### config.mk
export PLATFORM = sky130hd
export DESIGN_NAME = ysyx_23060240_csr_ctrl
export DESIGN_NICKNAME = d
export VERILOG_FILES = /design/src/rtl/ysyx_23060240_csr_ctrl.sv
export SDC_FILE = /design/constraint.sdc
export NUM_CORES = 1
export LEC_CHECK = 0
export BUFFER_PORTS_ARGS = -buffer_cell sky130_fd_sc_hd__buf_2
export CORE_ASPECT_RATIO = 1.5
export CORE_MARGIN = 2
export CORE_UTILIZATION = 48
export CTS_BUF_LIST = sky130_fd_sc_hd__clkbuf_4 sky130_fd_sc_hd__clkbuf_8
export CTS_CLUSTER_DIAMETER = 40
export CTS_CLUSTER_SIZE = 12
export DETAILED_ROUTE_END_ITERATION = 8
export GPL_TIMING_DRIVEN = 0
export PLACE_DENSITY = 0.79
export SYNTH_ARGS = -nofsm -noshare
export SYNTH_HDL_FRONTEND = slang
export SYNTH_SLANG_ARGS = --single-unit
### constraint.sdc
create_clock -name clk -period 1.9 [get_ports clk]
set_clock_uncertainty 0.1 [all_clocks]
set_input_delay 0.38 -clock clk [delete_from_list [all_inputs] [get_ports clk]]
set_output_delay 0.38 -clock clk [all_outputs]
set_load 0.02 [all_outputs]
### src/rtl/ysyx_23060240_csr_ctrl.sv
// rtl/ysyx_23060240_csr_ctrl.sv - Zicsr/ecall/mret sequencer driving the CSR-file port
// Optional: `define CSR_CTRL_ILLEGAL_ADDR_EN restricts legal CSR numbers to mstatus/mtvec/mepc/mcause.
module ysyx_23060240_csr_ctrl #(
  parameter int XLEN       = 32,
  parameter bit TVEC_ALIGN = 1'b1
) (
  input  logic            clk,
  input  logic            rst_n,
  input  logic            inst_valid,
  output logic            inst_ready,
  input  logic            is_csr,
  input  logic            is_ecall,
  input  logic            is_mret,
  input  logic [2:0]      funct3,
  input  logic [11:0]     csr_addr,
  input  logic [4:0]      rs1_idx,
  input  logic [XLEN-1:0] rs1_data,
  input  logic [4:0]      rd_idx,
  input  logic [XLEN-1:0] pc,
  output logic [11:0]     r_csr_addr,
  output logic            r_csr_en,
  input  logic [XLEN-1:0] r_csr_data,
  output logic [11:0]     w_csr_addr,
  output logic [XLEN-1:0] w_csr_data,
  output logic            w_csr_en,
  output logic            finish,
  output logic            jump_ecall,
  output logic            jump_mret,
  output logic [XLEN-1:0] csr_pc,
  output logic            done,
  output logic            rd_we,
  output logic [XLEN-1:0] rd_data,
  output logic            redirect,
  output logic [XLEN-1:0] next_pc,
  output logic            illegal
);

  typedef enum logic [2:0] {IDLE, READ, WRITE, TRAP, DONE} state_t;

  state_t          state, state_nx;
  logic [2:0]      f3_q;
  logic [11:0]     addr_q;
  logic [4:0]      rs1_idx_q;
  logic [XLEN-1:0] rs1_data_q;
  logic [4:0]      rd_idx_q;
  logic [XLEN-1:0] pc_q;
  logic            ecall_q, mret_q, illegal_q;
  logic [XLEN-1:0] old_q, next_pc_q;

  logic            accept, any_class, addr_ok, illegal_in, trap_q, we;
  logic [XLEN-1:0] src, new_val;

`ifdef CSR_CTRL_ILLEGAL_ADDR_EN
  assign addr_ok = (csr_addr == 12'h300) || (csr_addr == 12'h305) ||
                   (csr_addr == 12'h341) || (csr_addr == 12'h342);
`else
  assign addr_ok = 1'b1;
`endif

  assign accept     = inst_valid && (state == IDLE);
  assign any_class  = is_csr || is_ecall || is_mret;
  assign illegal_in = !is_ecall && !is_mret && ((funct3[1:0] == 2'b00) || !addr_ok);
  assign trap_q     = ecall_q || mret_q;

  // Read-modify-write operand: register value or zero-extended zimm field.
  assign src = f3_q[2] ? {{(XLEN-5){1'b0}}, rs1_idx_q} : rs1_data_q;

  always_comb begin
    new_val = src;
    we      = 1'b1;
    case (f3_q[1:0])
      2'b10:   begin new_val = old_q | src;  we = (rs1_idx_q != 5'd0); end
      2'b11:   begin new_val = old_q & ~src; we = (rs1_idx_q != 5'd0); end
      default: begin new_val = src;          we = 1'b1;                end
    endcase
  end

  always_ff @(posedge clk) begin
    if (!rst_n) begin
      state      <= IDLE;
      f3_q       <= '0;
      addr_q     <= '0;
      rs1_idx_q  <= '0;
      rs1_data_q <= '0;
      rd_idx_q   <= '0;
      pc_q       <= '0;
      ecall_q    <= 1'b0;
      mret_q     <= 1'b0;
      illegal_q  <= 1'b0;
      old_q      <= '0;
      next_pc_q  <= '0;
    end else begin
      state <= state_nx;
      if (accept && any_class) begin
        f3_q       <= funct3;
        addr_q     <= csr_addr;
        rs1_idx_q  <= rs1_idx;
        rs1_data_q <= rs1_data;
        rd_idx_q   <= rd_idx;
        pc_q       <= pc;
        ecall_q    <= is_ecall;
        mret_q     <= is_mret && !is_ecall;
        illegal_q  <= illegal_in;
        old_q      <= '0;
        next_pc_q  <= '0;
      end
      if (state == READ) old_q <= r_csr_data;
      // The CSR file presents mtvec (ecall) or mepc (mret) while the strobe is high.
      if (state == TRAP)
        next_pc_q <= (ecall_q && TVEC_ALIGN) ? {r_csr_data[XLEN-1:2], 2'b00} : r_csr_data;
    end
  end

  always_comb begin
    state_nx   = state;
    r_csr_addr = '0;
    r_csr_en   = 1'b0;
    w_csr_addr = '0;
    w_csr_data = '0;
    w_csr_en   = 1'b0;
    finish     = 1'b0;
    jump_ecall = 1'b0;
    jump_mret  = 1'b0;
    csr_pc     = '0;
    case (state)
      IDLE: begin
        if (accept && any_class) begin
          if (is_ecall || is_mret) state_nx = TRAP;
          else if (illegal_in)     state_nx = DONE;
          else                     state_nx = READ;
        end
      end
      READ: begin
        r_csr_addr = addr_q;
        r_csr_en   = 1'b1;
        finish     = 1'b1;
        state_nx   = WRITE;
      end
      WRITE: begin
        w_csr_addr = addr_q;
        w_csr_data = new_val;
        w_csr_en   = we;
        finish     = 1'b1;
        state_nx   = DONE;
      end
      TRAP: begin
        jump_ecall = ecall_q;
        jump_mret  = mret_q;
        csr_pc     = pc_q;
        state_nx   = DONE;
      end
      DONE:    state_nx = IDLE;
      default: state_nx = IDLE;
    endcase
  end

  assign inst_ready = (state == IDLE);
  assign done       = (state == DONE);
  assign rd_we      = done && !illegal_q && !trap_q && (rd_idx_q != 5'd0);
  assign rd_data    = old_q;
  assign redirect   = done && trap_q;
  assign next_pc    = next_pc_q;
  assign illegal    = done && illegal_q;

endmodule

# Yosys cells after proc, flatten, opt, wreduce, memory -nomap -nowiden
# Cells that the tools add are included.
# totals
out_inout_bits	162
register_bits	159
elab_cells	69
# op_classes
reduce_logical	27
bitwise_logic	3
n_eq_ne	7
n_mux	20
# op_table
cell	n
$mux 32	6
$pmux 32 s2	1
$and 32x32->32	1
$not 32->32	1
$or 32x32->32	1
$mux 12	2
$logic_and 1x1->1	10
$reduce_bool 5->1	2
$mux 3	3
$pmux 3 s3	1
$eq 3x2->1 const B	2
$mux 1	6
$reduce_or 2->1	3
$eq 2x2->1 const B	2
$logic_not 1->1	4
$logic_or 1x1->1	4
$reduce_bool 2->1	2
$eq 3x1->1 const B	1
$eq 3x3->1 const B	1
$logic_not 3->1	1
$logic_not 2->1	1
$mux 2	1
$ne 2x1->1 const B	1

# Depth between registers and ports, before layout
# depth
word_depth	7
mapped_depth	7
depth_no_buf	4

# Worst setup path before layout
# OpenSTA, ideal clock, no wires.
# synth_path
path_type	register to output
from	register state[2]
to	output rd_we
path_stages_with_launch	5
arrival_ns	1.677
required_time_ns	1.420
path_slack_ns	-0.257
cell_sequence	dfxtp_1 > clkbuf_1 > nor3b_1 > nand2_1 > a21oi_1
# synth_between
elab_chain_len	4
# synth_lines
item	line	text
start: declaration	40	state_t state, state_nx;
start signal: assignment	93	state <= state_nx;
$eq 3x3->1	158	assign done = (state == DONE);
named net done	30	output logic done,
$logic_and 1x1->1 (3 in series)	159	assign rd_we = done && !illegal_q && !trap_q && (rd_idx_q != 5'd0);
end: declaration	31	output logic rd_we,
# The timed path passes the listed nets, and every way through them passes these cells.

# Final worst setup path
# layout_path
from	register state[0]
to	output r_csr_addr[2]
# layout_between
elab_chain_len	2
# layout_lines
item	line	text
$eq 3x1->1	125	case (state)
$mux 12	125	
end: declaration	20	output logic [11:0] r_csr_addr,
# Every way passes these cells.

==> flow_summary.ini <==
[placed_design]
placed_cells = 1388
hpwl_um = 18400
port_buffers = 287
gp_congestion = 0.871

[floorplan]
start_util_pct = 48.6
fp.coreArea_mm2 = 0.0150
num_io_pins = 289
die_w_um = 105
die_h_um = 155
dieArea_mm2 = 0.0162
num_rows = 55

[detailed_routing]
firstDrtPassIters = 5
vias = 7937
drc_errors = 0
via_per_inst = 5.47
wl_per_cell_um = 18.6
ant_nets = 0
drt_iter0_drc = 393
wl_um = 27100

[clocking]
clkTransAtPathRegs_ns = 0.09
clk_latency_ns = 0.44
htreeDepth = 4
cts_tree = done
root_buffer = clkbuf_8
cts_sinks = 159
ctsHoldBuffers = 0
cts_inserted_buffers = 17
cts_buffer_depth = 2

[worst_setup_path]
cp-end-kind = primary output
cp-endpoint = r_csr_addr[2]
worstRegToRegCells = 8
cpPeakStageDelay_ns = 0.36
crit_chain = buf_6, inv_4, or3_4, inv_4, buf_6, and2_4, buf_6
r2r_start = state[0]
critPathRequiredTime_ns = 1.42
worst-setup-path-type = reg2out
startpoint_type = flop
path_max_fanout = 5
crit_slowest_cell = or3_4
r2r_slack_ns = 0.06
critPathArrivalTime_ns = 1.78
cp_common_cell = buf_6
r2r_end = pc_q[5]
crit_start = state[0]

[pwr]
peakVddDrop_mv = 0.470
power-per-cell-area_mw_per_mm2 = 718
p_leak_nw = 4.73

[sta]
timing.final.ws_setup_ns = -0.356
tns_ns = -25.45
max_slew_margin_pct = 50.8
drv_slew = 0
max_freq_mhz = 443
period_needed_ns = 2.26
setup_viol = 97
rsz0062_at_grt = yes
tightest_slew_ns = 0.738
finalHoldViolations = 0
fin_crit_sh_pct = 119

[final_layout]
synthToLayoutAreaGrowth_pct = 50.0
finish.utilization_pct = 73.0
layout.nets = 1364
final.fill_count = 1154
multi_input_area_mm2 = 0.00409
finalNonFillerCells = 1452
drive_gt1_share_pct = 40.5
seq_area_mm2 = 0.00320

[global_route]
antenna_found_initial = 4
grt_pass1_wl_um = 41000
grt_max_degree = 17
grt_use_total_pct = 31.9
grt_overflow = 0
grt_pass1_vias = 7964

[yosys]
synth-simple-area-share_pct = 25.1
syn_nets = 1029
yosys-mux-area-fraction_pct = 13.3
ys_warn_count = 0
yosysTopAreaCell = dfxtp_1
syn_avg_cell_area_um2 = 8.09
netlist_area_mm2 = 0.00730
syn_inst = 902
yosysTopAreaCellShare_pct = 43.6
ys.flop_type = dfxtp_1
synth-async-reset-ratio_pct = 0
ys_seq_elements = 159
synth_xor_area_share_pct = 0
ys_seq_area_share_pct = 43.6
synth.top_cells.by_area = dfxtp_1, mux2i_1, nand2_1
synth_compound_area_share_pct = 11.5
synth_edf_count = 0
synthTopCellsByCount = nand2_1, dfxtp_1, mux2i_1
synth.distinct_cells = 28
synth_adder_area_share_pct = 0
yosys.cell_count.top_type = nand2_1
synth_top_family_by_area = simple AND/OR/NAND/NOR gates

[min_path]
worstHoldStart = csr_addr[6]
hold_path_class = in2reg

[run_status]
violations = setup timing
status = complete, but fails checks

[flow_run]
maxCapViolCount = 0
sequential cells by signal, indices dropped and copies added (netlist names), 3 cells and up:
name and count:
state 3, rs1_idx_q 5, rd_data 32, rs1_data_q 32, next_pc 32, pc_q 32, f3_q 3, rd_idx_q 5
addr_q 12
final cells by class:
type                       instances  share of cell area, %
clock inverter                    12                   1.44
inverter                          30                   1.07
antenna                            4                 0.0914
timing repair buffer             322                   21.1
multi-input combinational        629                   37.3
buffer                            78                   5.20
sequential                       159                   29.2
clock buffer                      19                   2.27
tap                              199                   2.27
report_power, final:
part	switching, mW	internal [mW]	leakage [nW]
sequential	0.173	3.52	1.30
combinational	0.848	0.672	3.23
clock	1.31	1.34	0.200
total	2.33	5.53	4.73
routing by layer:
metal / GRT usage, % / wire, um / vias up
li1: - / - / 3723
met1: 34.6 / 10100 / 3797
met2: 58.8 / 14000 / 336
met3: 7.50 / 1720 / 81
met4: 14.4 / 1170 / 0
met5: 0 / 0 / -
layout by cell type, fill, tap and decap left out, drive strengths merged, types with 3 or more instances in the layout:
master / netlist / layout
a21oi: 34 / 34
and2: 59 / 59
buf: 17 / 338
bufinv: 0 / 3
clkbuf: 67 / 81
clkinvlp: 0 / 3
dfxtp: 159 / 159
diode: 0 / 4
inv: 30 / 34
mux2i: 97 / 97
nand2: 258 / 258
nand3: 32 / 32
nand3b: 29 / 29
nor2: 3 / 3
nor3: 4 / 4
nor3b: 5 / 5
o211ai: 27 / 27
o21ai: 6 / 6
o22ai: 62 / 62
metrics by stage:
stage	setup WS [ns]	instance area (um2)	hold WS (ns)	total power, mW
floorplan	-0.0173	7340	0.330	4.49
global placement	-0.584	9020	0.338	4.93
detailed placement	-0.572	9020	0.344	4.96
CTS	-0.378	10700	0.0539	7.78
global route	-0.415	10900	0.0464	8.15
finish	-0.356	10900	0.0767	7.86
cells by family after synthesis:
kind of cell / after synthesis
compound gates: 135
simple gates: 397
flops: 159
buf+inv: 114
mux: 97
critical path, delay by kind of cell (launching register included):
family	cells	cell delay (ns)
buf+inv	5	0.49
simple gates	2	0.51
flops	1	0.33
worst min-delay path by stage:
stage	end	slack [ns]	cells past startpoint
6_report	addr_q[6]	0.08	3
4_1_cts	addr_q[6]	0.05	3
3_5_place_dp	pc_q[16]	0.34	2
5_1_grt	rs1_data_q[7]	0.05	3
3_3_place_gp	pc_q[7]	0.34	2
2_1_floorplan	pc_q[0]	0.33	2
repair_timing:
action / CTS / global route
endpoints found under the setup margin: 148 / 233
gates resized for setup: 342 / 56
cloned: 8 / 0
pin swaps: 48 / 4
setup buffers: 16 / 11
Power figures use the tool's default switching activity.
